===== config.mk =====
export PLATFORM = sky130hd
export DESIGN_NAME = adc_scan_sequencer
export DESIGN_NICKNAME = d
export VERILOG_FILES = /design/src/rtl/adc_scan_sequencer.sv
export SDC_FILE = /design/constraint.sdc
export NUM_CORES = 1
export LEC_CHECK = 0
export BUFFER_PORTS_ARGS = -buffer_cell sky130_fd_sc_hd__buf_2
export CELL_PAD_IN_SITES_DETAIL_PLACEMENT = 1
export CELL_PAD_IN_SITES_GLOBAL_PLACEMENT = 1
export CORE_ASPECT_RATIO = 1.75
export CORE_UTILIZATION = 30
export DETAILED_ROUTE_END_ITERATION = 6
export GPL_TIMING_DRIVEN = 1
export PLACE_DENSITY_LB_ADDON = 0.1
export SETUP_SLACK_MARGIN = 0.4
export SLEW_MARGIN = 20
export SYNTH_ARGS = -nofsm -noshare
export SYNTH_HDL_FRONTEND = slang
export SYNTH_SLANG_ARGS = --single-unit

===== constraint.sdc =====
create_clock -name clk_i -period 4.2 [get_ports clk_i]
set_clock_uncertainty 0.15 [all_clocks]
set_input_delay 0.42 -clock clk_i [delete_from_list [all_inputs] [get_ports clk_i]]
set_output_delay 0.42 -clock clk_i [all_outputs]
set_load 0.01 [all_outputs]

===== src/rtl/adc_scan_sequencer.sv =====
// adc_scan_sequencer: walks the single-shot I2C ADC driver through a fixed list
// of MUX codes once per scan, keeps the latest sample per slot, and flags lost
// period ticks (overrun) and hung conversions (timeout).
//
//   state | meaning
//   ------+----------------------------------------------------------------
//   IDLE  | waiting for a pending period tick or a single-shot request
//   SETUP | MUX code for the current slot is on adc_mux_o, enable low
//   REQ   | enable high, waiting for the ADC to drop a stale ready
//   CONV  | enable high, waiting for ready; captures data on the ready edge
//   REL   | enable low for two cycles so the ADC returns to idle
//   NEXT  | advance to the next slot, or finish the scan
module adc_scan_sequencer #(
  parameter int unsigned          NUM_CH         = 2,
  parameter logic [NUM_CH*3-1:0]  MUX_LIST       = {3'b000, 3'b100},
  parameter int unsigned          PERIOD_CYCLES  = 27000,
  parameter int unsigned          TIMEOUT_CYCLES = 2700000,
  localparam int unsigned         CH_W           = (NUM_CH > 1) ? $clog2(NUM_CH) : 1
) (
  input  logic                   clk_i,
  input  logic                   rst_ni,
  input  logic                   run_i,
  input  logic                   single_i,
  input  logic                   clr_err_i,
  output logic                   adc_enable_o,
  output logic [2:0]             adc_mux_o,
  input  logic [15:0]            adc_data_i,
  input  logic                   adc_ready_i,
  output logic [NUM_CH*16-1:0]   sample_o,
  output logic                   sample_valid_o,
  output logic [CH_W-1:0]        sample_ch_o,
  output logic                   scan_done_o,
  output logic [15:0]            scan_count_o,
  output logic                   busy_o,
  output logic                   overrun_o,
  output logic                   timeout_o
);

  localparam int unsigned    PER_W   = (PERIOD_CYCLES > 2) ? $clog2(PERIOD_CYCLES) : 1;
  localparam int unsigned    WD_W    = $clog2(TIMEOUT_CYCLES + 1);
  localparam logic [CH_W-1:0] LAST_CH = CH_W'(NUM_CH - 1);

  typedef enum logic [2:0] {
    S_IDLE,
    S_SETUP,
    S_REQ,
    S_CONV,
    S_REL,
    S_NEXT
  } state_e;

  state_e                 state_q, state_d;
  logic [CH_W-1:0]        ch_q, ch_d;
  logic [2:0]             mux_q, mux_d;
  logic                   en_q, en_d;
  logic [NUM_CH*16-1:0]   sample_q, sample_d;
  logic                   valid_q, valid_d;
  logic [CH_W-1:0]        sample_ch_q, sample_ch_d;
  logic                   done_q, done_d;
  logic [15:0]            scan_cnt_q, scan_cnt_d;
  logic                   rel_q, rel_d;
  logic [WD_W-1:0]        wd_q, wd_d;
  logic [PER_W-1:0]       per_q, per_d;
  logic                   pending_q, pending_d;
  logic                   overrun_q, overrun_d;
  logic                   timeout_q, timeout_d;

  logic                   take;
  logic                   wd_fire;
  logic                   per_tick;
  logic                   ovr_evt;

  // Period down-counter: parked at its reload value while run_i is low, so the
  // first tick comes a full period after scanning is enabled.
  always_comb begin
    per_tick = run_i && (per_q == '0);
    if (!run_i || per_q == '0) begin
      per_d = PER_W'(PERIOD_CYCLES - 1);
    end else begin
      per_d = per_q - 1'b1;
    end
  end

  // Pending tick and sticky error flags; a new event wins over a clear.
  always_comb begin
    ovr_evt = per_tick && pending_q && !take;
    if (!run_i) begin
      pending_d = 1'b0;
    end else if (per_tick) begin
      pending_d = 1'b1;
    end else if (take) begin
      pending_d = 1'b0;
    end else begin
      pending_d = pending_q;
    end
    overrun_d = clr_err_i ? 1'b0 : overrun_q;
    if (ovr_evt) overrun_d = 1'b1;
    timeout_d = clr_err_i ? 1'b0 : timeout_q;
    if (wd_fire) timeout_d = 1'b1;
  end

  // Scan FSM next-state and datapath. The MUX code is loaded on entry to SETUP,
  // one cycle before enable rises, and is only reloaded after REL.
  always_comb begin
    state_d     = state_q;
    ch_d        = ch_q;
    mux_d       = mux_q;
    en_d        = en_q;
    sample_d    = sample_q;
    valid_d     = 1'b0;
    sample_ch_d = sample_ch_q;
    done_d      = 1'b0;
    scan_cnt_d  = scan_cnt_q;
    rel_d       = rel_q;
    wd_d        = wd_q;
    take        = 1'b0;
    wd_fire     = 1'b0;

    if ((state_q == S_REQ || state_q == S_CONV) && wd_q != '0) begin
      wd_d = wd_q - 1'b1;
      if (wd_q == WD_W'(1)) wd_fire = 1'b1;
    end

    case (state_q)
      S_IDLE: begin
        if (pending_q || single_i) begin
          take    = 1'b1;
          ch_d    = '0;
          mux_d   = MUX_LIST[2:0];
          state_d = S_SETUP;
        end
      end
      S_SETUP: begin
        en_d    = 1'b1;
        wd_d    = WD_W'(TIMEOUT_CYCLES);
        state_d = S_REQ;
      end
      S_REQ: begin
        if (!adc_ready_i) state_d = S_CONV;
      end
      S_CONV: begin
        if (adc_ready_i) begin
          sample_d[16*int'(ch_q) +: 16] = adc_data_i;
          valid_d     = 1'b1;
          sample_ch_d = ch_q;
          en_d        = 1'b0;
          rel_d       = 1'b0;
          state_d     = S_REL;
        end
      end
      S_REL: begin
        if (rel_q) begin
          state_d = S_NEXT;
        end else begin
          rel_d = 1'b1;
        end
      end
      S_NEXT: begin
        if (ch_q == LAST_CH) begin
          done_d     = 1'b1;
          scan_cnt_d = scan_cnt_q + 16'd1;
          state_d    = S_IDLE;
        end else begin
          ch_d    = ch_q + 1'b1;
          mux_d   = MUX_LIST[3*int'(ch_q + 1'b1) +: 3];
          state_d = S_SETUP;
        end
      end
      default: state_d = S_IDLE;
    endcase
  end

  // State and output registers; reset drops enable immediately.
  always_ff @(posedge clk_i or negedge rst_ni) begin
    if (!rst_ni) begin
      state_q     <= S_IDLE;
      ch_q        <= '0;
      mux_q       <= '0;
      en_q        <= 1'b0;
      sample_q    <= '0;
      valid_q     <= 1'b0;
      sample_ch_q <= '0;
      done_q      <= 1'b0;
      scan_cnt_q  <= '0;
      rel_q       <= 1'b0;
      wd_q        <= '0;
      per_q       <= PER_W'(PERIOD_CYCLES - 1);
      pending_q   <= 1'b0;
      overrun_q   <= 1'b0;
      timeout_q   <= 1'b0;
    end else begin
      state_q     <= state_d;
      ch_q        <= ch_d;
      mux_q       <= mux_d;
      en_q        <= en_d;
      sample_q    <= sample_d;
      valid_q     <= valid_d;
      sample_ch_q <= sample_ch_d;
      done_q      <= done_d;
      scan_cnt_q  <= scan_cnt_d;
      rel_q       <= rel_d;
      wd_q        <= wd_d;
      per_q       <= per_d;
      pending_q   <= pending_d;
      overrun_q   <= overrun_d;
      timeout_q   <= timeout_d;
    end
  end

  assign adc_enable_o   = en_q;
  assign adc_mux_o      = mux_q;
  assign sample_o       = sample_q;
  assign sample_valid_o = valid_q;
  assign sample_ch_o    = sample_ch_q;
  assign scan_done_o    = done_q;
  assign scan_count_o   = scan_cnt_q;
  assign busy_o         = (state_q != S_IDLE);
  assign overrun_o      = overrun_q;
  assign timeout_o      = timeout_q;

endmodule


==> results of run 1 <==
[cell type report]
| cell class | instances | area, sq um | share of cell area (%) |
|---|---|---|---|
| diodes | 1 | 2.50 | 0.0483 |
| clock buffers | 9 | 225 | 4.34 |
| clock inverters | 7 | 75.1 | 1.45 |
| inverters | 11 | 41.3 | 0.797 |
| multi-input cells | 252 | 1750 | 33.7 |
| flip-flops and latches | 98 | 2460 | 47.6 |
| well taps | 177 | 221 | 4.27 |
| repair buffers | 79 | 407 | 7.84 |
[how the worst max path moves through the flow]
stage | endpoint | cells past startpoint
detailed placement | wd_q[17] | 5
global placement | wd_q[17] | 5
finish | wd_q[17] | 5
CTS | wd_q[17] | 5
global route | wd_q[17] | 5
floorplan | wd_q[12] | 8
[layout by cell type (no fill, tap or decap), drive strengths merged, types with 2 or more instances in the layout]
| cell type | count |
|---|---|
| nor4 | 12 |
| nor2 | 17 |
| nand3 | 18 |
| conb | 2 |
| mux2i | 7 |
| ha | 5 |
| dfrtp | 88 |
| or3 | 5 |
| and3 | 6 |
| or4 | 13 |
| a21oi | 8 |
| nor3 | 11 |
| dfstp | 10 |
| o21ai | 11 |
| o41ai | 2 |
| nand2 | 39 |
| xnor2 | 18 |
| o31ai | 8 |
| inv | 14 |
| clkinv | 3 |
| nor2b | 2 |
| nand3b | 2 |
| o211ai | 3 |
| buf | 79 |
| clkbuf | 9 |
| o22ai | 4 |
| xor2 | 10 |
| nor3b | 2 |
| mux2 | 33 |
| nand2b | 2 |
| or3b | 2 |
[sequential cells by signal, indices dropped and copies added, names as in the netlist]
name	flops
scan_done_o	1
scan_count_o	16
adc_mux_o	1
adc_enable_o	1
sample_valid_o	1
per_q	15
state_q	3
sample_o	32
ch_q	1
pending_q	1
sample_ch_o	1
overrun_o	1
rel_q	1
timeout_o	1
wd_q	22
[per-stage QoR]
step | util, % | std cells | hold slack, ns | cell area, sq um
finish | 37.1 | 634 | -0.0577 | 5180
global route | 37.1 | 634 | 0.0386 | 5180
CTS | 37.0 | 633 | 0.152 | 5180
detailed placement | 34.9 | 617 | 0.315 | 4880
global placement | 34.9 | 617 | 0.304 | 4880
floorplan | - | 377 | -0.0256 | 4330
[Yosys cell counts (all sizes together)]
library cell	n	share of area (%)
a21boi	1	0.17
a21oi	8	0.92
a22oi	1	0.17
a2bb2oi	1	0.20
a31oi	1	0.14
and2	1	0.14
and3	6	0.87
and4b	1	0.23
buf	8	1.2
clkbuf	8	0.69
conb	1	0.087
dfrtp	88	51
dfstp	10	6.1
ha	5	1.4
inv	11	0.95
mux2	33	8.6
mux2i	7	1.6
nand2	39	3.4
nand2b	2	0.29
nand3	18	2.1
nand3b	2	0.35
nand4	1	0.14
nor2	17	1.5
nor2b	2	0.29
nor3	11	1.3
nor3b	2	0.35
nor4	12	1.7
nor4b	1	0.20
o211ai	3	0.52
o21ai	11	1.3
o21bai	1	0.17
o22ai	4	0.58
o31ai	8	1.4
o41ai	2	0.84
or2	1	0.14
or3	5	0.72
or3b	2	0.40
or4	13	2.3
xnor2	18	3.6
xor2	10	2.0
[power by group through the flow]
| stage | clock [mW] | combinational [mW] | sequential, mW |
|---|---|---|---|
| floorplan | 0 | 0.462 | 1.38 |
| global placement | 0 | 0.823 | 1.34 |
| detailed placement | 0 | 0.836 | 1.36 |
| CTS | 0.883 | 0.841 | 1.34 |
| global route | 0.910 | 0.909 | 1.38 |
| finish | 0.847 | 0.814 | 1.34 |
[cell families (layout without fill, tap and decap cells)]
kind of cell               after synthesis  after routing  synth area share [%]
AOI/OAI and AO/OA                       41             41                  6.39
other                                    1              3                0.0866
buffers and inverters                   27            106                  2.83
DFF                                     98             98                  56.9
muxes                                   40             40                  10.2
xor gates and xnor gates                28             28                  5.66
and+or+nand+nor                        136            136                  16.5
adders and majority gates                5              5                  1.44
[routing by layer]
layer  track usage (%)  vias up
li1                  -     1483
met1              17.8     1596
met2              26.8       72
met3              3.84       18
met4              6.43        0
met5                 0        -
[critical path: cells and delay by family, from the launching register on]
family / cells / cell delay (ns)
DFF: 1 / 0.40
AOI/OAI and AO/OA: 1 / 0.88
and+or+nand+nor: 3 / 1.17
muxes: 1 / 0.18
==> qor.txt, run 1 <==
Iteration-0 DRC Markers = 97
Setup Viol. Count Final = 0
slowest stage cell, crit path = o41ai_4
DP Wirelength = 7.35 mm
Vias/cell = 5.00
Total Power = 3.00 mW
FF-to-FF End = wd_q[17]
routed via count = 3169
combinational cell fraction of total power = 27.1%
Final WS setup = 1.35 ns
setup bufs post-CTS = 0
CTS Root Cell = clkbuf_16
max-cap viol count = 0
vias in the first global route = 3521
synthesized flop and latch total = 98
FF-to-FF Start = wd_q[18]
Crit. Startpoint = wd_q[18]
R2R setup slack = 1.35 ns
grt ovf = 0
DR WL met3 = 481 um
Sw Pwr = 998 uW
cts-stage hold buffer count = 0
drt first pass iters = 4
initial antenna violation count = 1
DIE AREA = 14900 sq um
wl on met1 = 4.16 mm
LEAKAGE = 2.37 nW
fin crit share = 67.9%
IO buf count = 77
row cnt = 57
ANT nets after route = 0
clk slew on worst S/H paths = 0.07 ns
failing checks = negative hold slack
Cell Area, Synth = 4330 sq um
Seq/Total Area, Yosys = 56.9%
RSZ-0062 raised after global routing = false
largest net degree at the start of global routing = 81
Worst-Margin Slew = 0.949 ns
Worst-Skew Late Latency = 0.35 ns
CP Launch Type = register
WL final = 10.4 mm
Min-Delay Path Class = primary input to asynchronous set/reset pin
total power per unit cell area = 579 nW/um^2
post-CTS sizing = 0
Yosys cell types = 47
TritonCTS Buffers = 9
Critical Path Fanout Max = 18
uppermost layer routed = met4
critical-path cell list = or3_1, or4_1, o41ai_4, or4_1, mux2i_1
Die H = 161 um
Fin. Hold Viols = 47
Worst EP required = 4.32 ns
Total Routing Usage GR = 15.4%
R2R depth = 5
H-tree depth = 3
first-pass GRT wire length = 18.0 mm
CP most frequent cell = or4_1
Post-Syn Instances = 376
CTS tree = yes
core area = 14000 sq um
max-slew violation count = 0
status = finished, violations left
Setup TNS = 0 ns
internal power = 2.00 mW
DR WL/cell = 16.4 um
Final min period = 2.85 ns
Ys Warns = 0
switch share = 33.2%
Sequential Power Share = 44.6%
Worst EP arrival = 2.98 ns
clock power share = 28.2%
metal2 WL = 5.49 mm
Starting Density = 31.0%
maximum achievable frequency = 350 MHz
CTS Sinks = 98
critical path class = register to register
mean post-synth cell area = 11.5 sq um
DRC violations left = 0
hold slack final = -0.0577 ns
Worst VDD drop = 0.270 mV
Area Growth Syn to Fin = 19.7%
pre-CTS setup slack = 1.34 ns
I/O pin count = 80
layout cell share with drive strength beyond 1 = 31.1%
GPL Wtd Cong = 0.716
Layout Nets = 478
CP Capture Type = register
CP peak stage delay = 0.88 ns
Max Buffers Root-to-Sink = 2
die width = 92.8 um
Worst slew margin = 36.5%
fillers = 1631
Power figures use the tool's default switching activity.
==> run 2, diff against run 1 <==
- clock period: 4.2 -> 2.3 ns (I/O delays scaled with it)
==> run 2 against run 1 <==
Against the previous run:
- the run now ends clean
- via count grew 10%
- clock power increased by 78%
- non-clock buffer count is 88 higher
- first-iteration DRC count rose by 57%
- global-route usage up 1.2 points
==> qor.txt, run 2 (same netlist as run 1, synthesis figures left out) <==
status = finished clean
die width = 92.8 um (unchanged)
Layout Nets = 567 (+19%)
Starting Density = 31.0% (unchanged)
clk slew on worst S/H paths = 0.07 ns (about the same)
Final min period = 2.30 ns (-0.556 ns)
Worst EP required = 2.37 ns (-1.95 ns)
Worst slew margin = 66.7% (+30 points)
critical path class = register to register
drt first pass iters = 4 (unchanged)
Largest register FFs = 32 (unchanged)
internal power = 3.96 mW (+98%)
vias in the first global route = 3850 (+9.3%)
fin crit share = 99.9% (+32 points)
CTS tree = yes
Setup Viol. Count Final = 0 (unchanged)
maximum achievable frequency = 435 MHz (+24%)
ANT nets after route = 0 (unchanged)
Worst-Margin Slew = 0.494 ns (-0.455 ns)
Critical Path Fanout Max = 3 (-15)
CP peak stage delay = 0.50 ns (-0.38 ns)
DRC violations left = 0 (unchanged)
max-slew violation count = 0 (unchanged)
critical-path cell list = or4_4, or3_4, or4_4, o211ai_1, o31ai_1
ANT cells = 0 (-1)
Iteration-0 DRC Markers = 152 (+57%)
DP Wirelength = 8.13 mm (+11%)
clock power share = 25.0% (-3.2 points)
grt ovf = 0 (unchanged)
I/O pin count = 80 (unchanged)
Min-Delay Path Class = primary input to register
most common cell after layout, fill and taps aside = dfrtp_1
total power per unit cell area = 955 nW/um^2 (+65%)
number of buffers and inverters on the critical path = 0 (unchanged)
Area Growth Syn to Fin = 46.3%
slowest stage cell, crit path = or4_4
CP top delay family = simple AND/OR/NAND/NOR gates
CTS Sinks = 98 (unchanged)
Fin. Hold Viols = 0 (-100%)
layout cell share with drive strength beyond 1 = 49.4% (+18 points)
initial antenna violation count = 0 (-1)
H-tree depth = 3 (unchanged)
largest net degree at the start of global routing = 54 (-33%)
switch share = 34.6% (+1.3 points)
IO buf count = 77 (unchanged)
Worst-Skew Late Latency = 0.34 ns (about the same)
Vias/cell = 4.85 (-3.0%)
RSZ-0062 raised after global routing = true
core area = 14000 sq um (unchanged)
LEAKAGE = 2.90 nW (+22%)
Max Buffers Root-to-Sink = 2 (unchanged)
Sw Pwr = 2.09 mW (+110%)
DR WL/cell = 16.7 um (+1.9%)
WL final = 12.1 mm (+16%)
CP Launch Type = register
row cnt = 57 (unchanged)
routed via count = 3501 (+10%)
Sequential Power Share = 39.4% (-5.2 points)
CP Capture Type = register
Total Routing Usage GR = 16.6% (+1.2 points)
combinational cell fraction of total power = 35.6% (+8.5 points)
CTS Root Cell = clkbuf_16
GPL Wtd Cong = 0.745 (+4.1%)
Worst VDD drop = 0.493 mV (+82%)
Worst EP arrival = 2.37 ns (-0.61 ns)
Setup TNS = 0 ns (unchanged)
most frequent cells in the layout = dfrtp_1 (87), buf_2 (76), buf_4 (56)
TritonCTS Buffers = 9 (unchanged)
Die H = 161 um (unchanged)
first-pass GRT wire length = 19.6 mm (+8.7%)
CP most frequent cell = or4_4
fillers = 1569 (-3.8%)
Total Power = 6.05 mW (+100%)
max-cap viol count = 0 (unchanged)
DIE AREA = 14900 sq um (unchanged)
run 2: routing by layer:
metal	vias up	GRT usage, %	share of wire [%]
met3	18	3.13	3.0
li1	1659	-	-
met5	-	0	0
met2	64	31.0	57
met4	0	6.08	2.6
met1	1760	18.3	38
run 2: timing repair:
| action | in CTS | in global routing |
|---|---|---|
| setup endpoints to repair | 72 | 45 |
| pin swaps | 17 | 17 |
| gates resized for setup | 44 | 37 |
| endpoints found under the hold margin | 56 | 0 |
| setup buffers | 15 | 9 |
| cloned | 1 | 1 |
| hold buffers | 19 | 0 |
run 2: worst min-delay path: cells and delay by family:
family / cells / cell delay (ns)
compound gates: 1 / 0.04
buf+inv: 1 / 0.14
simple gates: 1 / 0.09
run 2: area by class of cell:
type,instances,area [sq um],share of cell area (%)
inverter,11,41.3,0.652
clock buffer,10,239,3.77
multi-input combinational,253,2120,33.4
clock inverter,6,55.1,0.869
sequential,98,2470,38.9
timing repair buffer,167,1200,18.9
tap,177,221,3.50
run 2: path summary, 6_finish.rpt:
path / to / cells past startpoint / from / slack, ns
worst max-delay path: wd_q[15] / 5 / wd_q[8] / 0.003
worst min-delay path: per_q[3] / 3 / run_i / 0.05
worst max register to register: wd_q[15] / 5 / wd_q[8] / 0.003
worst min register to register: sample_ch_o / 2 / sample_ch_o / 0.33
max in group asynchronous: sample_o[28] / 3 / rst_ni / 1.13
min in group asynchronous: wd_q[3] / 2 / rst_ni / 0.23
run 2: power groups by stage:
| stage | Combinational (mW) | Clock [mW] | Sequential [mW] |
|---|---|---|---|
| after floorplan | 0.887 | 0 | 2.53 |
| after global placement | 1.82 | 0 | 2.40 |
| after detailed placement | 1.87 | 0 | 2.42 |
| after CTS | 2.03 | 1.57 | 2.40 |
| after global routing | 2.34 | 1.62 | 2.44 |
| final | 2.15 | 1.51 | 2.39 |
run 2: stage by stage:
| stage | utilization [%] | setup slack [ns] | area, sq um | cells | hold slack [ns] |
|---|---|---|---|---|---|
| CTS | 43.6 | 0.0254 | 6090 | 712 | 0.00965 |
| finish | 45.3 | 0.00262 | 6340 | 722 | 0.0509 |
| global route | 45.3 | -0.0402 | 6340 | 722 | 0.0507 |
| floorplan | - | -0.0188 | 4420 | 377 | -0.216 |
| global placement | 37.9 | -0.0314 | 5300 | 661 | 0.0649 |
| detailed placement | 37.9 | -0.0658 | 5300 | 661 | 0.0693 |
